<file path="config.mk">
export PLATFORM = sky130hd
export DESIGN_NAME = game_tick_ctrl
export DESIGN_NICKNAME = d
export VERILOG_FILES = /design/src/rtl/game_tick_ctrl.sv
export SDC_FILE = /design/constraint.sdc
export NUM_CORES = 1
export LEC_CHECK = 0
export BUFFER_PORTS_ARGS = -buffer_cell sky130_fd_sc_hd__buf_2
export CORE_MARGIN = 8
export CORE_UTILIZATION = 62
export CTS_BUF_LIST = sky130_fd_sc_hd__clkbuf_8
export CTS_CLUSTER_SIZE = 16
export DETAILED_ROUTE_END_ITERATION = 8
export GPL_TIMING_DRIVEN = 0
export MAX_ROUTING_LAYER = met4
export PLACE_DENSITY = 0.92
export SYNTH_ARGS = -nofsm -noshare
export SYNTH_HDL_FRONTEND = slang
export SYNTH_SLANG_ARGS = --single-unit
</file>
<file path="constraint.sdc">
create_clock -name clk -period 3.2 [get_ports clk]
set_clock_uncertainty 0.1 [all_clocks]
set_input_delay 0.64 -clock clk [delete_from_list [all_inputs] [get_ports clk]]
set_output_delay 0.64 -clock clk [all_outputs]
set_load 0.05 [all_outputs]
</file>
<file path="src/rtl/game_tick_ctrl.sv">
// game_tick_ctrl: run/pause/stop controller for the game-speed tick.
// Counts up to a programmable period and emits a one-cycle tick on wrap.
// The period shrinks by STEP every RAMP_TICKS ticks, down to PERIOD_MIN,
// so the ball speeds up the longer play continues.
module game_tick_ctrl #(
  parameter int CW          = 32,
  parameter int PERIOD_INIT = 12000,
  parameter int PERIOD_MIN  = 3000,
  parameter int STEP        = 1000,
  parameter int RAMP_TICKS  = 8
) (
  input  logic          clk,
  input  logic          reset,
  input  logic          start,
  input  logic          stop,
  input  logic          pause,
  output logic          tick,
  output logic [3:0]    level,
  output logic          running,
  output logic [CW-1:0] period_out
);

  localparam int RW = (RAMP_TICKS > 1) ? $clog2(RAMP_TICKS) : 1;

  localparam logic [CW-1:0] P_INIT      = CW'(PERIOD_INIT);
  localparam logic [CW-1:0] P_MIN       = CW'(PERIOD_MIN);
  localparam logic [CW-1:0] P_STEP      = CW'(STEP);
  // One bit wider so PERIOD_MIN+STEP cannot wrap for wide periods.
  localparam logic [CW:0]   P_MIN_STEP  = (CW+1)'(PERIOD_MIN) + (CW+1)'(STEP);
  localparam logic [RW-1:0] RAMP_LAST   = RW'(RAMP_TICKS - 1);

  typedef enum logic [1:0] {
    ST_IDLE   = 2'd0,
    ST_RUN    = 2'd1,
    ST_PAUSED = 2'd2
  } state_t;

  state_t        state_r, state_s;
  logic [CW-1:0] cnt_r, cnt_s;
  logic [RW-1:0] ramp_r, ramp_s;
  logic [CW-1:0] period_r, period_s;
  logic [3:0]    level_r, level_s;
  logic          tick_r, tick_s;
  logic          running_r;

  // Next period after a speed-up: step down, clamp to the floor, never underflow.
  function automatic logic [CW-1:0] ramp_period(input logic [CW-1:0] p);
    logic [CW-1:0] r;
    if ({1'b0, p} >= P_MIN_STEP) begin
      r = p - P_STEP;
    end else if (p > P_MIN) begin
      r = P_MIN;
    end else begin
      r = p;
    end
    return r;
  endfunction

  // Next-state and datapath decode; stop beats start beats pause.
  always_comb begin
    state_s  = state_r;
    cnt_s    = cnt_r;
    ramp_s   = ramp_r;
    period_s = period_r;
    level_s  = level_r;
    tick_s   = 1'b0;
    if (stop) begin
      state_s = ST_IDLE;
      cnt_s   = {CW{1'b0}};
      ramp_s  = {RW{1'b0}};
    end else if (start) begin
      state_s  = ST_RUN;
      cnt_s    = {CW{1'b0}};
      ramp_s   = {RW{1'b0}};
      period_s = P_INIT;
      level_s  = 4'd0;
    end else begin
      case (state_r)
        ST_IDLE: begin
          state_s = ST_IDLE;
        end
        ST_RUN: begin
          if (pause) begin
            // Pause wins over a wrap on the same edge; cnt is held.
            state_s = ST_PAUSED;
          end else if (cnt_r == period_r) begin
            cnt_s  = {CW{1'b0}};
            tick_s = 1'b1;
            if (ramp_r == RAMP_LAST) begin
              ramp_s   = {RW{1'b0}};
              period_s = ramp_period(period_r);
              // Level only counts speed-ups that actually happened.
              if ((period_s != period_r) && (level_r != 4'd15)) begin
                level_s = level_r + 4'd1;
              end else begin
                level_s = level_r;
              end
            end else begin
              ramp_s = ramp_r + RW'(1'b1);
            end
          end else begin
            cnt_s = cnt_r + CW'(1'b1);
          end
        end
        ST_PAUSED: begin
          // Resume takes one edge; counting continues on the following one.
          if (pause) begin
            state_s = ST_PAUSED;
          end else begin
            state_s = ST_RUN;
          end
        end
        default: begin
          state_s = ST_IDLE;
        end
      endcase
    end
  end

  // State and output registers; running follows the next state so it lines up with state.
  always_ff @(posedge clk or posedge reset) begin
    if (reset) begin
      state_r   <= ST_IDLE;
      cnt_r     <= {CW{1'b0}};
      ramp_r    <= {RW{1'b0}};
      period_r  <= P_INIT;
      level_r   <= 4'd0;
      tick_r    <= 1'b0;
      running_r <= 1'b0;
    end else begin
      state_r   <= state_s;
      cnt_r     <= cnt_s;
      ramp_r    <= ramp_s;
      period_r  <= period_s;
      level_r   <= level_s;
      tick_r    <= tick_s;
      running_r <= (state_s == ST_RUN);
    end
  end

  assign tick       = tick_r;
  assign level      = level_r;
  assign running    = running_r;
  assign period_out = period_r;

endmodule

</file>
==> results by group <==
Status
  – Status: completed

Detailed routing
  – Via density: 6.60
  – Met3 wire length: 1080 um
  – Metal2 WL: 5770 um
  – Top sig layer: met4
  – Vias: 4213
  – Remaining DRCs: 0
  – ANT nets after route: 0
  – Starting DRT DRC Count: 466
  – TritonRoute pass-1 iters: 5
  – Avg WL per Cell: 19.7 um
  – M1 wire length: 5360 um
  – Final WL: 12600 um

Floorplanning
  – Starting Density: 0.626
  – # IOs: 43
  – Die W: 101 um
  – Row count: 31
  – Die area: 10100 sq um
  – Vert. Die Dim: 101 um
  – Core Region: 7100 sq um

Placement
  – Cells after DPL: 621
  – Dpl cell area: 4780 sq um
  – # port buffers: 42
  – Post-DP HPWL: 8780 um
  – RePlAce Congestion: 0.959

Clock network
  – Clk sinks: 75
  – Num CTS Buffers: 9
  – CTS Buffer Depth: 2
  – CTS tree: done
  – Clock transition at path regs: 0.08 ns
  – Clk_lat worst skew: 0.37 ns
  – CTS root buf: clkbuf_8
  – CTS H-tree lvls: 3

Finish
  – Number of diodes: 0
  – Finished Cell Area: 5070 sq um
  – Area Growth Syn to Fin: 14.1%
  – Layout cells sized above 1: 0.186
  – Sequential Area: 1890 sq um
  – Layout fillers: 538
  – Non-filler cells, final: 638
  – Most common cell after layout, fill and taps aside: dfrtp_1
  – Most frequent cells in the layout: dfrtp_1, nor2_1, buf_2, xor2_1, nand2_1
  – Multi-input logic area: 2420 sq um
  – Layout Nets: 547
  – Final core utilization: 0.714

Worst setup path
  – Max incr delay on CP: 0.66 ns
  – CP max-delay cell: dfstp_2
  – WP buf/inv: 2
  – WP data arrival: 3.20 ns
  – CP Launch Type: flop
  – Most common cell on crit path: buf_2
  – Critical path, cell by cell: xor2_1 -> nor4_1 -> nand4_1 -> o31ai_2 -> buf_2 -> nand3_1 -> buf_2 -> o41ai_1
  – CP delay by family, top: simple AND/OR/NAND/NOR gates
  – Worst Path Max Fanout: 10
  – CP Class: flop to flop
  – Req. time, crit path: 3.34 ns
  – CP endpoint kind: flop

STA
  – Fin crit share: 0.955
  – Fin crit period: 3.06 ns
  – Final Setup Violations: 0
  – Final hold viol count: 0
  – Slew @ Worst Pin: 0.910 ns
  – RSZ-0062 raised after global routing: no
  – Highest clock rate: 0.327 GHz
  – Slew Viols, Final: 0
  – Relative slew slack: 0.393
  – Fin Setup TNS: 0 ns

Synthesis
  – Netlist cell types: 58
  – Post-synth EDFFs: 0
  – Leading register cell type out of synthesis: dfrtp_1
  – Yosys reg bits: 75
  – FFs w/ async S/R, synth: 1.00
  – Synth area leader: dfrtp_1
  – Syn nets: 493
  – Avg Cell Area, Syn: 9.26 sq um
  – Post-Synthesis Cell Area: 4440 sq um
  – Cells after Synth: 480
  – YS warnings: 0
  – Largest cells by area after synthesis: dfrtp_1, xor2_1, nor2_1
  – Post-synth top area share: 0.383
  – Register area share after synthesis: 0.424

Power and ir drop
  – Max IR drop VDD: 340 uV
  – Leakage: 2.30 nW
  – Pwr dens: 408 nW/um^2

Global routing
  – First-pass GRT wire length: 20500 um
  – GRT overflow: 0
  – Largest net degree at the start of global routing: 76
  – Initial antenna violation count: 0
  – Vias in the first global route: 4023
  – GRT Util Overall: 0.268

Flow run
  – Max-cap violations: 0

Min path
  – Hold Crit Class: input pin to async pin
## worst paths after layout
path	cells after the start	startpoint	end	slack [ns]
worst max-delay path	8	period_out[6]	period_out[28]	0.14
worst max register to register	8	period_out[6]	period_out[28]	0.14
max in group asynchronous	2	reset	period_out[8]	2.04
worst min-delay path	2	reset	cnt_r[26]	0.38
worst min register to register	2	ramp_r[2]	ramp_r[2]	0.45
min in group clk	2	stop	state_r[0]	0.43
## state kept, by name, summed over array words and instances (netlist names)
| signal | flops |
|---|---|
| ramp_r | 3 |
| period_out | 32 |
| state_r | 2 |
| running | 1 |
| tick | 1 |
| level | 4 |
| cnt_r | 32 |
## stage by stage
stage	power [mW]	setup WS, ns	hold WS (ns)
floorplan	1.14	0.295	0.391
global placement	1.19	-0.253	0.414
detailed placement	1.19	-0.175	0.440
CTS	2.07	-0.0137	0.413
global route	2.13	0.0494	0.451
finish	2.07	0.144	0.378
## power by group
part / total (mW) / internal [mW] / switching, mW
Combinational: 0.196 / 0.0516 / 0.145
Clock: 0.893 / 0.516 / 0.377
Sequential: 0.980 / 0.960 / 0.0198
## Yosys cell counts (2+ instances only)
cell type	count
nor2_1	54
nor2b_1	4
nand4_1	13
inv_1	13
or3_1	9
nor4_2	2
ha_1	8
dfrtp_1	68
nor4_1	20
or4_1	8
buf_6	2
nand2_1	27
or2_2	6
buf_2	11
nor3b_1	3
nand3b_1	3
o41ai_1	8
mux2i_1	5
o31ai_1	7
and3_1	3
xnor2_1	8
xor2_1	51
dfstp_2	7
nor3_1	12
a31oi_1	3
o311ai_0	3
nand3_1	23
o211ai_1	10
nand2b_1	6
o21ai_0	22
and2_1	7
a21oi_1	17
clkbuf_1	10
o21ai_1	2
a2bb2oi_1	2
## what timing repair did
action	4_1_cts	5_1_grt
hold buffers	0	0
gates cloned	0	0
pin swaps	1	1
setup endpoints to repair	22	53
gates resized for setup	2	4
setup buffers	3	2
## kinds of logic (layout without fill, tap and decap cells)
kind of cell	after synthesis	in the layout	share of synthesized area
AND/OR/NAND/NOR	207	207	0.253
AO/OA/AOI/OAI	88	88	0.133
flip-flops	75	75	0.424
XOR/XNOR	59	59	0.116
buffers and inverters	37	96	0.0377
adder cells (fa/ha/maj)	8	8	0.0225
multiplexers	6	6	0.0138
## per-layer routing
layer,global-route usage,vias up
met5,-,-
met4,0.145,0
met3,0.0414,37
met2,0.393,259
met1,0.348,2066
li1,-,1851
## layout make-up
type | instances | area share
inverters | 13 | 0.0101
repair buffers | 47 | 0.0489
flip-flops and latches | 75 | 0.372
clock buffers | 9 | 0.0244
plain buffers | 20 | 0.0205
well taps | 99 | 0.0244
multi-input cells | 368 | 0.477
clock inverters | 7 | 0.0227
## worst register-to-register path, delay by kind of cell, from the launching register on
family                 cells  cell delay, ns
AND/OR/NAND/NOR            3            0.77
XOR/XNOR                   1            0.12
AO/OA/AOI/OAI              2            0.74
buffers and inverters      2            0.54
flip-flops                 1            0.66
Note: power is estimated with default switching activity, not from simulation.
